`src/rtl/window_accum.sv`:
```
// Window accumulator: sums each group of LEN unsigned samples and holds one result on a valid/ready output.
// Optional saturating arithmetic with a per-window sticky flag when WINDOW_ACCUM_SAT_EN is defined.
module window_accum #(
    parameter int WIDTH = 8,
    parameter int LEN   = 4,
    parameter int ACC_W = 2*WIDTH+2
) (
    input  logic               clk,
    input  logic               reset,
    input  logic               clear,
    input  logic [2*WIDTH-1:0] data_in,
    input  logic               in_valid,
    output logic               in_ready,
    output logic [ACC_W-1:0]   out_data,
    output logic               out_sat,
    output logic               out_valid,
    input  logic               out_ready
);

    localparam int CNT_W = (LEN > 1) ? $clog2(LEN) : 1;
    localparam logic [CNT_W-1:0] CNT_LAST = CNT_W'(LEN-1);

    // Output register state; out_valid is the state bit itself.
    localparam logic [0:0] ST_IDLE = 1'b0;
    localparam logic [0:0] ST_HOLD = 1'b1;

    logic [0:0]       state;
    logic [ACC_W-1:0] acc;
    logic [ACC_W-1:0] sum;
    logic [CNT_W-1:0] cnt;
    logic             accept;
    logic             last;
    logic             close;

    assign out_valid = (state == ST_HOLD);
    assign last      = (cnt == CNT_LAST);
    // Valid/ready: a transfer happens on a cycle where both are high; only the closing sample can stall.
    assign in_ready  = !(out_valid && !out_ready && last);
    assign accept    = in_valid && in_ready;
    assign close     = accept && last && !clear;

`ifdef WINDOW_ACCUM_SAT_EN
    logic [ACC_W:0] sum_full;
    logic           sat_flag;
    logic           win_sat;

    assign sum_full = {1'b0, acc} + {1'b0, ACC_W'(data_in)};
    assign sum      = sum_full[ACC_W] ? '1 : sum_full[ACC_W-1:0];
    assign win_sat  = sat_flag | sum_full[ACC_W];

    always_ff @(posedge clk or posedge reset) begin
        if (reset) begin
            sat_flag <= 1'b0;
            out_sat  <= 1'b0;
        end else begin
            if (clear || close)
                sat_flag <= 1'b0;
            else if (accept)
                sat_flag <= win_sat;
            if (close)
                out_sat <= win_sat;
        end
    end
`else
    assign sum     = acc + ACC_W'(data_in);
    assign out_sat = 1'b0;
`endif

    always_ff @(posedge clk or posedge reset) begin
        if (reset) begin
            acc      <= '0;
            cnt      <= '0;
            out_data <= '0;
            state    <= ST_IDLE;
        end else begin
            // clear discards the partial window, including a sample accepted this cycle.
            if (clear) begin
                acc <= '0;
                cnt <= '0;
            end else if (accept) begin
                if (last) begin
                    acc <= '0;
                    cnt <= '0;
                end else begin
                    acc <= sum;
                    cnt <= cnt + CNT_W'(1);
                end
            end

            if (close) begin
                state    <= ST_HOLD;
                out_data <= sum;
            end else if (out_valid && out_ready) begin
                state <= ST_IDLE;
            end
        end
    end

endmodule

```
`config.mk`:
```
export PLATFORM = sky130hd
export DESIGN_NAME = window_accum
export DESIGN_NICKNAME = d
export VERILOG_FILES = /design/src/rtl/window_accum.sv
export SDC_FILE = /design/constraint.sdc
export NUM_CORES = 1
export LEC_CHECK = 0
export BUFFER_PORTS_ARGS = -buffer_cell sky130_fd_sc_hd__buf_2
export CAP_MARGIN = 20
export CORE_ASPECT_RATIO = 0.7
export CORE_MARGIN = 1.5
export CORE_UTILIZATION = 50
export CTS_CLUSTER_DIAMETER = 50
export CTS_CLUSTER_SIZE = 16
export DETAILED_ROUTE_END_ITERATION = 10
export GPL_ROUTABILITY_DRIVEN = 1
export PLACE_DENSITY = 0.72
export SYNTH_ARGS = -nofsm -noshare
export SYNTH_HDL_FRONTEND = slang
export SYNTH_SLANG_ARGS = --single-unit
export TNS_END_PERCENT = 30
```
`constraint.sdc`:
```
create_clock -name clk -period 3.3 [get_ports clk]
set_clock_uncertainty 0.05 [all_clocks]
set_input_delay 0.165 -clock clk [delete_from_list [all_inputs] [get_ports clk]]
set_output_delay 0.165 -clock clk [all_outputs]
set_load 0.005 [all_outputs]
```
==> Implementation_results.wiki, run 1 <==
{| class="wikitable"
! Metric !! Value
|-
| Pre-CTS setup slack || 0.7853 ns
|-
| Worst-Margin Slew || 0.5694 ns
|-
| CP endpoint kind || register
|-
| Post-synthesis to final-layout area growth || 15.17%
|-
| Cells after synthesis || 252
|-
| Kind of start point of the critical path || register
|-
| Post-synthesis area per instance || 9.722 um^2
|-
| Unique masters post-synth || 58
|-
| Power density relative to cell area || 524.7 nW/um^2
|-
| Vias in the first global route || roughly 1,800
|-
| Post-detailed-route via-to-cell ratio || 5.556
|-
| Floorplan row count || 21
|-
| Initial Utilization || 0.5151
|-
| Number of violations reported at the end of detailed-routing iteration 0 || 161
|-
| Path type of the worst setup path || reg2reg
|-
| Post-detailed-route wirelength per cell || 15.57 um
|-
| DP HPWL || 4123 um
|-
| Hold Slack || 0.01787 ns
|-
| Post-detailed-placement cell area || 2695 um^2
|-
| Maximum level of the CTS H-tree || 2
|-
| Diodes inserted || 0
|-
| Number of nets in the finished design || 332
|-
| Largest fanout on the critical path || 4
|-
| Worst slew margin relative to its limit || 0.6204
|-
| Shortest period the worst path allows || 2.526 ns
|-
| Dominant cell type by area after synthesis || dfrtp_1
|-
| Clock tree from TritonCTS || yes
|-
| Core outline area || 4756 um^2
|-
| Pin count of the biggest net entering global routing || 27
|-
| Net count after synthesis || 291
|-
| Number of optimization iterations in the first detailed-route pass || 4
|-
| P_leak || 1.445 nW
|-
| Port bufs || 40
|-
| Final count of negative-setup-slack endpoints || 0
|-
| Worst hold path type || in2reg
|-
| Area of the die || 5336 um^2
|-
| Hold Fails Final Rpt || 0
|-
| Post CTS Setup Buffer Count || 0
|-
| Outcome || finished, final reports clean
|-
| Most used flip-flop cell after synthesis || dfrtp_1
|-
| Antenna violation net count after detailed routing || 0
|-
| Number of flip-flops and latches in the synthesized netlist || 39
|-
| Global placer's final weighted congestion || 0.9155
|-
| Final Max Slew Viols || 0
|-
| Number of buffers created by CTS || 5
|-
| Vert. Die Dim || 61.57 um
|-
| Final period util || 0.7655
|-
| Aggregate negative setup slack || 0 ns
|-
| Count leader, synth || nand2_1
|-
| Fraction of layout cells with a size suffix above 1 || 0.2449
|-
| Total number of yosys warnings || 0
|-
| First-pass GRT wire length || between 9000 and 10,000 um
|-
| Fin area || 2821 um^2
|-
| Post-detailed-route DRC marker count || 0
|-
| Total wirelength of the detailed-routed design || 5652 um
|-
| Worst setup margin || a little under 0.8 ns
|-
| F_max || 0.3959 GHz
|-
| Insertion delay of the later-clocked pin in the worst-skew pair || 0.30 ns
|-
| Required time of the critical path || 3.44 ns
|-
| Number of flops mapped to enable cells by yosys || 0
|-
| Summed instance area of the synthesized netlist || 2450 um^2
|-
| Top cell type's share of synthesized area || 0.3984
|-
| Crit path DAT || 2.67 ns
|-
| Number of vias in the routed layout || 2,017
|-
| Most common library cells after synthesis || 43 x nand2_1, 39 x dfrtp_1, 17 x ha_1
|-
| Number of maximum-capacitance violations || 0
|-
| Share of the yosys chip area belonging to registers || 0.3984
|-
| Cells taking the most area after synthesis || dfrtp_1 40%, ha_1 8.7%, nand2_1 6.6%, a22o_1 3.9%, a21oi_1 2.9%
|-
| Overall global routing resource usage || 0.2294
|-
| Fraction of registers with async set/reset || 1.000
|-
| Maximum VDD drop || about 270 uV
|-
| Unrepaired setup endpoints after global routing || no
|-
| Boundary Pins || 42
|-
| Clock transition at the registers of the reported paths || 0.08 ns
|-
| Clock Sink Count || 39
|-
| Final core utilization || 0.5933
|-
| Clock root buffer master || clkbuf_8
|-
| Chip Width || 86.67 um
|-
| Max Buffers Root-to-Sink || 2
|-
| Number of antenna violations at the first check in global routing || 0
|-
| Global route overflow || 0
|}
==> per-layer routing <==
metal,share of wire,GRT usage
met1,0.51,0.3511
met3,0.076,0.05362
met5,0,0
met4,0.016,0.08756
met2,0.39,0.3125
==> stage by stage <==
| step | instances | total power, mW |
|---|---|---|
| floorplan | 252 | 1.003 |
| global placement | 353 | 1.140 |
| detailed placement | 353 | 1.149 |
| CTS | 361 | 1.484 |
| global route | 363 | 1.578 |
| finish | 363 | 1.480 |
==> final cells by class <==
cell class / count / area [um^2]
Timing Repair Buffer: 46 / 267.8
Fill cell: 436 / 1934
Clock inverter: 3 / 20.02
Sequential cell: 39 / 975.9
Clock buffer: 5 / 68.82
Multi-Input combinational cell: 197 / 1388
Tap cell: 69 / 86.33
Inverter: 4 / 15.01
==> logic make-up (layout without fill, tap and decap cells) <==
logic type	Yosys count	count (layout)	synth area share
AO/OA/AOI/OAI	75	75	0.2263
multiplexers	7	7	0.03268
buffers and inverters	16	58	0.03523
AND/OR/NAND/NOR	84	84	0.1680
adder cells (fa/ha/maj)	18	18	0.09499
flip-flops	39	39	0.3984
other	1	1	0.001531
XOR/XNOR	12	12	0.04290
==> power breakdown <==
group | internal, mW | switching (mW)
sequential | 0.562 | 0.0458
clock | 0.147 | 0.179
combinational | 0.245 | 0.301
==> sequential cells by signal, summed over array words and instances, names as in the netlist <==
name,count
acc,18
out_data,18
cnt,2
out_valid,1
==> worst max-delay path: stages (launching register included) <==
cell and delay, ns:
dfrtp_1 0.39, ha_1 0.21, fa_1 0.41, a21o_1 0.24
a221oi_4 0.35, o2111ai_1 0.17, a31oi_1 0.23, xnor2_1 0.11
mux2_4 0.26
==> worst paths after layout <==
kind,startpoint,to,slack [ns],depth (start not counted)
worst max-delay path,acc[0],out_data[14],0.77,8
worst min-delay path,clear,cnt[1],0.02,2
worst max register to register,acc[0],out_data[14],0.77,8
worst min register to register,out_data[8],out_data[8],0.42,2
max in group asynchronous,reset,out_data[10],2.42,4
min in group asynchronous,reset,acc[16],0.28,3
==> cells in the final DEF, fill, tap and decap left out, types with 2 or more instances in the layout <==
master,synthesis,layout
nor2b_1,5,5
nand2_1,43,43
nand3_1,5,5
o2111ai_1,2,2
inv_1,4,4
a211oi_1,2,2
ha_1,17,17
a21o_2,2,2
nand4_1,2,2
a31oi_1,7,7
buf_2,0,40
nor2_1,6,6
buf_4,2,4
mux2i_1,2,2
mux2_2,4,4
nand2b_1,3,3
a22o_1,11,11
a21o_1,7,7
clkbuf_8,1,5
nor3_1,3,3
clkinvlp_4,0,2
dfrtp_1,39,39
o31ai_1,2,2
xnor2_1,8,8
and3_1,2,2
and2_1,2,2
a32o_1,2,2
nor3b_1,2,2
a21oi_1,14,14
nand3b_1,3,3
o21ai_0,12,12
xor2_1,4,4
==> timing repair <==
action / in CTS / in global routing
endpoints found under the hold margin: 0 / 3
hold buffers: 0 / 1
gates resized for setup: 0 / 0
Note: power is estimated with default switching activity, not from simulation.
==> run 2: changes to the inputs <==
--- a/config.mk
+++ b/config.mk
@@ -14,7 +14,7 @@
 export CTS_CLUSTER_SIZE = 16
 export DETAILED_ROUTE_END_ITERATION = 10
 export GPL_ROUTABILITY_DRIVEN = 1
-export PLACE_DENSITY = 0.72
+export PLACE_DENSITY = 0.75
 export SYNTH_ARGS = -nofsm -noshare
 export SYNTH_HDL_FRONTEND = slang
 export SYNTH_SLANG_ARGS = --single-unit
==> constraint.sdc (replaced) <==
create_clock -name clk -period 2.3 [get_ports clk]
set_clock_uncertainty 0.05 [all_clocks]
set_input_delay 0.115 -clock clk [delete_from_list [all_inputs] [get_ports clk]]
set_output_delay 0.115 -clock clk [all_outputs]
set_load 0.005 [all_outputs]
==> Implementation_results.wiki, run 2 (synthesis gave the netlist of run 1 again) <==
{| class="wikitable"
! Metric !! Value
|-
| Worst setup margin || -0.02659 ns
|-
| Maximum VDD drop || 404.5 uV
|-
| Insertion delay of the later-clocked pin in the worst-skew pair || 0.29 ns
|-
| Final Max Slew Viols || 0
|-
| Final count of negative-setup-slack endpoints || 2
|-
| Aggregate negative setup slack || -0.04267 ns
|-
| Hold Fails Final Rpt || 0
|-
| Number of optimization iterations in the first detailed-route pass || 4
|-
| Area of the die || 5336 um^2
|-
| Clock transition at the registers of the reported paths || roughly 0.080 ns
|-
| Pin count of the biggest net entering global routing || 40
|-
| Post-detailed-route DRC marker count || 0
|-
| DP HPWL || 4084 um
|-
| Fraction of met2 tracks used by global routing || 0.3192
|-
| Outcome || finished with violations
|-
| Path type of the worst setup path || reg2reg
|-
| Power Internal || 1.646 mW
|-
| PnR Total Power || 2.413 mW
|-
| Fraction of layout cells with a size suffix above 1 || 0.2955
|-
| Overall global routing resource usage || 0.2263
|-
| Busiest layer in global routing || met1
|-
| Largest fanout on the critical path || 4
|-
| Violations in the final reports || negative setup slack
|-
| Maximum level of the CTS H-tree || 2
|-
| Switching Power || 766.9 uW
|-
| Post-detailed-route wirelength per cell || 14.88 um
|-
| Floorplan row count || 21
|-
| Worst slew margin relative to its limit || 0.6455
|-
| Core outline area || 4756 um^2
|-
| First-pass GRT wire length || just over 9000 um
|-
| Clock tree from TritonCTS || yes
|-
| Total wirelength of the detailed-routed design || 5609 um
|-
| Final core utilization || 0.6283
|-
| Global placer's final weighted congestion || roughly 0.95
|-
| Number of maximum-capacitance violations || 0
|-
| Clock Sink Count || 39
|-
| F_max || between 0.4 and 0.5 GHz
|-
| Switching share of power || 0.3178
|-
| Shortest period the worst path allows || 2.327 ns
|-
| Vias in the first global route || 1,872
|-
| Diodes inserted || 0
|-
| Boundary Pins || 42
|-
| Dpl cells || 366
|-
| Met1 demand-to-capacity share in global routing || 0.3548
|-
| Clock root buffer master || clkbuf_8
|-
| Required time of the critical path || 2.43 ns
|-
| Global route overflow || 0
|-
| Post-synthesis to final-layout area growth || 21.96%
|-
| Number of nets in the finished design || 346
|-
| Share of power burned in registers || 0.361
|-
| Part of the total power dissipated in the clock network || 0.284
|-
| Antenna violation net count after detailed routing || 0
|-
| Cell Count, Final, Fillers Out || 377
|-
| Chip Width || 86.67 um
|-
| CP endpoint kind || register
|-
| Final period util || 1.012
|-
| Leading cell types in the layout, fill and taps excluded || 43 x nand2_1, 40 x buf_2, 39 x dfrtp_1
|-
| P_leak || 1.530 nW
|-
| Max Buffers Root-to-Sink || 2
|-
| Initial Utilization || 0.5151
|-
| Crit path DAT || 2.46 ns
|-
| Number of vias in the routed layout || 2,087
|-
| Post-detailed-route via-to-cell ratio || roughly 5.5
|-
| Met3 global-route usage || 0.04290
|-
| Number of buffers created by CTS || 5
|-
| Worst-Margin Slew || 0.5317 ns
|-
| Most common library cell in the layout ignoring fill and taps || nand2_1
|-
| Port bufs || 40
|-
| Kind of start point of the critical path || register
|-
| Top Registers || acc x18, out_data x18, cnt x2
|-
| Vert. Die Dim || 61.57 um
|-
| Number of violations reported at the end of detailed-routing iteration 0 || 151
|-
| Power density relative to cell area || 807.5 nW/um^2
|-
| Worst hold path type || in2reg
|-
| Unrepaired setup endpoints after global routing || yes
|-
| Number of antenna violations at the first check in global routing || 0
|-
| Combinational group share of total power || 0.355
|}
[run 2: cell types whose count changed in the layout (fill, tap and decap cells not counted), sizes merged]
cell,delta
clkbuf,+1
dlygate4sd3,+1
clkinvlp,-2
buf,+13
clkinv,-1
bufinv,+2
[run 2: cell type report]
cell class | instances | area [um^2]
clock buffers | 6 | 72.57
clock inverters | 2 | 60.06
well taps | 69 | 86.33
flip-flops and latches | 39 | 975.9
repair buffers | 60 | 355.3
fillers | 426 | 1768
multi-input cells | 197 | 1423
inverters | 4 | 15.01
[run 2: power by group through the flow]
stage / Sequential [mW] / Clock (mW) / Combinational (mW)
3_5_place_dp: 0.884 / 0 / 0.814
5_1_grt: 0.889 / 0.718 / 0.955
3_3_place_gp: 0.881 / 0 / 0.804
4_1_cts: 0.870 / 0.699 / 0.831
6_report: 0.870 / 0.686 / 0.857
2_1_floorplan: 0.885 / 0 / 0.554
[run 2: through the flow]
stage               worst slack (ns)  hold slack (ns)  cell area (um^2)
finish                      -0.02659          0.05707              2988
global route                 -0.1615          0.08244              2988
CTS                          -0.1581          0.05241              2955
detailed placement           -0.1145           0.2156              2793
global placement            -0.09066           0.2097              2793
floorplan                    0.01605           0.1281              2450
[run 2: metal layers]
metal,vias to the layer above,part of all wire
li1,1030,-
met1,985,0.54
met2,64,0.40
met3,8,0.052
met4,0,0.0084
met5,-,0
[run 2: worst paths after layout]
| path | start | to | slack, ns | depth (start not counted) |
|---|---|---|---|---|
| hold reg to reg | out_data[3] | out_data[3] | 0.42 | 2 |
| setup / recovery | acc[0] | out_data[14] | -0.03 | 8 |
| hold / removal | out_ready | out_valid | 0.06 | 3 |
| setup reg to reg | acc[0] | out_data[14] | -0.03 | 8 |
| min in group asynchronous | reset | out_valid | 0.42 | 4 |
| max in group asynchronous | reset | acc[15] | 1.42 | 4 |
[run 2: repair_timing]
item                       CTS  global route
resized for setup            3             5
hold endpoints to repair    40             0
hold buffers                 2             0
buffers inserted             0             1
pin swaps                    7             7
setup endpoints to repair    9            16
[run 2: critical path: stages (launching register included)]
cell,delay [ns]
dfrtp_1,0.39
ha_2,0.18
fa_2,0.34
a21o_1,0.20
a221oi_4,0.34
o2111ai_2,0.14
a31oi_2,0.19
xnor2_1,0.11
mux2_4,0.27
==> run 3: changes to the inputs <==
==> constraint.sdc (replaced) <==
create_clock -name clk -period 2.3 [get_ports clk]
set_clock_uncertainty 0.05 [all_clocks]
set_input_delay 0.46 -clock clk [delete_from_list [all_inputs] [get_ports clk]]
set_output_delay 0.46 -clock clk [all_outputs]
set_load 0.005 [all_outputs]
==> Implementation_results.wiki, run 3 (synthesis gave the netlist of run 1 again) <==
{| class="wikitable"
! Metric !! Value
|-
| Insertion delay of the later-clocked pin in the worst-skew pair || 0.31 ns
|-
| Reg2Reg Capture Point || out_data[10]
|-
| Number of antenna violations at the first check in global routing || 0
|-
| Post-detailed-route wirelength per cell || 15.66 um
|-
| Worst hold path type || in2async
|-
| Pin count of the biggest net entering global routing || 40
|-
| Worst setup margin || -0.1664 ns
|-
| Unrepaired setup endpoints after global routing || yes
|-
| Outcome || finished with violations
|-
| Clock transition at the registers of the reported paths || ~0.09 ns
|-
| Slowest cell on crit path || dfrtp_1
|-
| Vert. Die Dim || roughly 62 um
|-
| Post-synthesis to final-layout area growth || 27.17%
|-
| Post-detailed-route via-to-cell ratio || 5.553
|-
| R2R Path Start || acc[0]
|-
| Path type of the worst setup path || reg2reg
|-
| Number of hold buffers added after CTS || 0
|-
| Max Buffers Root-to-Sink || 2
|-
| Power density relative to cell area || 748.6 nW/um^2
|-
| Final count of negative-setup-slack endpoints || 7
|-
| Number of optimization iterations in the first detailed-route pass || 4
|-
| Core outline area || 4756 um^2
|-
| PnR Total Power || 2.332 mW
|-
| Total wirelength of the detailed-routed design || ~6100 um
|-
| Diodes inserted || 0
|-
| Pre-CTS setup slack || -0.2482 ns
|-
| Flop-to-flop setup slack || -0.17 ns
|-
| Violations in the final reports || negative setup slack
|-
| Global placer's final weighted congestion || 0.9316
|-
| Global route overflow || 0
|-
| F_max || 0.4054 GHz
|-
| Chip Width || 86.67 um
|-
| Leading cell types in the layout, fill and taps excluded || 43 x nand2_1, 40 x buf_2, 39 x dfrtp_1
|-
| Top Registers || acc x18, out_data x18, cnt x2
|-
| Port bufs || 40
|-
| Footprint of the flip-flops and latches || 975.9 um^2
|-
| Clock Sink Count || 39
|-
| Number of violations reported at the end of detailed-routing iteration 0 || between 100 and 150
|-
| Number of maximum-capacitance violations || 0
|-
| Maximum level of the CTS H-tree || 2
|-
| Hold Fails Final Rpt || 0
|-
| Final period util || 1.072
|-
| Area of the die || 5336 um^2
|-
| Final Max Slew Viols || 0
|-
| Clock tree from TritonCTS || yes
|-
| DP HPWL || 4254 um
|-
| CP endpoint kind || register
|-
| Initial Utilization || 0.5151
|-
| Overall global routing resource usage || 0.2369
|-
| Antenna violation net count after detailed routing || 0
|-
| Number of nets in the finished design || 358
|-
| Filler instances || 383
|-
| Required time of the critical path || 2.44 ns
|-
| Most common library cell in the layout ignoring fill and taps || nand2_1
|-
| Floorplan row count || 21
|-
| Number of vias in the routed layout || around 2,200
|-
| Crit path DAT || 2.60 ns
|-
| Kind of start point of the critical path || register
|-
| Largest stage delay, worst path || 0.42 ns
|-
| Cells along the critical path || ha_4 -> fa_2 -> a21o_1 -> a221oi_4 -> buf_4 -> o21ai_4 -> a31oi_2 -> xnor2_1 -> mux2_4
|-
| Fraction of layout cells with a size suffix above 1 || 0.3469
|-
| P_leak || 1.570 nW
|-
| Area occupied by multi-input gates || 1501 um^2
|-
| Shortest period the worst path allows || 2.466 ns
|-
| Boundary Pins || 42
|-
| Clock root buffer master || clkbuf_8
|-
| Hold Slack || 0.2078 ns
|-
| Worst R2R Path Depth || 9
|-
| Vias in the first global route || about 1,900
|-
| First-pass GRT wire length || roughly 9300 um
|-
| Maximum VDD drop || between 300 and 400 uV
|-
| Largest fanout on the critical path || 4
|-
| Number of buffers created by CTS || 5
|-
| Post-detailed-route DRC marker count || 0
|}
==> run 3: final cells by class <==
cell class,instances,area share
Clock buffer,5,0.02209
Timing Repair Buffer,72,0.1426
Inverter,4,0.004819
Clock inverter,3,0.007631
Tap cell,69,0.02771
Multi-Input combinational cell,197,0.4819
Sequential cell,39,0.3133
==> run 3: layer usage <==
| metal | vias up | track usage | wire length (um) |
|---|---|---|---|
| li1 | 1052 | - | - |
| met1 | 1022 | 0.3607 | 3111 |
| met2 | 81 | 0.3270 | 2582 |
| met3 | 5 | 0.04692 | 334 |
| met4 | 0 | 0.09677 | 62 |
| met5 | - | 0 | 0 |
==> run 3: stage by stage <==
step	cells	setup TNS, ns	area [um^2]	util
after floorplan	252	-0.008558	2471	-
after global placement	376	-2.417	2894	0.6085
after detailed placement	376	-2.772	2894	0.6085
after CTS	384	-0.2778	2992	0.6290
after global routing	389	-1.469	3115	0.6551
final	389	-0.6862	3115	0.6551
==> run 3: what timing repair did <==
action                                  CTS  global route
cloned                                    0             0
endpoints found under the setup margin    6            17
gates resized for setup                   1            15
setup buffers                             0             5
pin swaps                                 4            13
==> run 3: how the worst max path moves through the flow <==
| stage | from | endpoint | slack, ns |
|---|---|---|---|
| 5_1_grt | acc[0] | out_data[10] | -0.22 |
| 2_1_floorplan | data_in[0] | out_data[10] | -0.009 |
| 4_1_cts | acc[0] | out_data[14] | -0.1 |
| 3_5_place_dp | data_in[0] | out_data[16] | -0.25 |
| 3_3_place_gp | data_in[0] | out_data[14] | -0.23 |
| 6_report | acc[0] | out_data[10] | -0.17 |
==> run 3: critical path, delay by kind of cell (launching register included) <==
kind                       cells  cell delay [ns]
AOI/OAI and AO/OA              4             0.80
adders and majority gates      2             0.50
DFF                            1             0.42
muxes                          1             0.26
buffers and inverters          1             0.18
xor gates and xnor gates       1             0.12
==> run 3: report_power, final <==
group	total [mW]	internal (mW)	switching, mW
clock network	0.485	0.217	0.268
registers	0.874	0.807	0.0676
logic	0.973	0.468	0.505
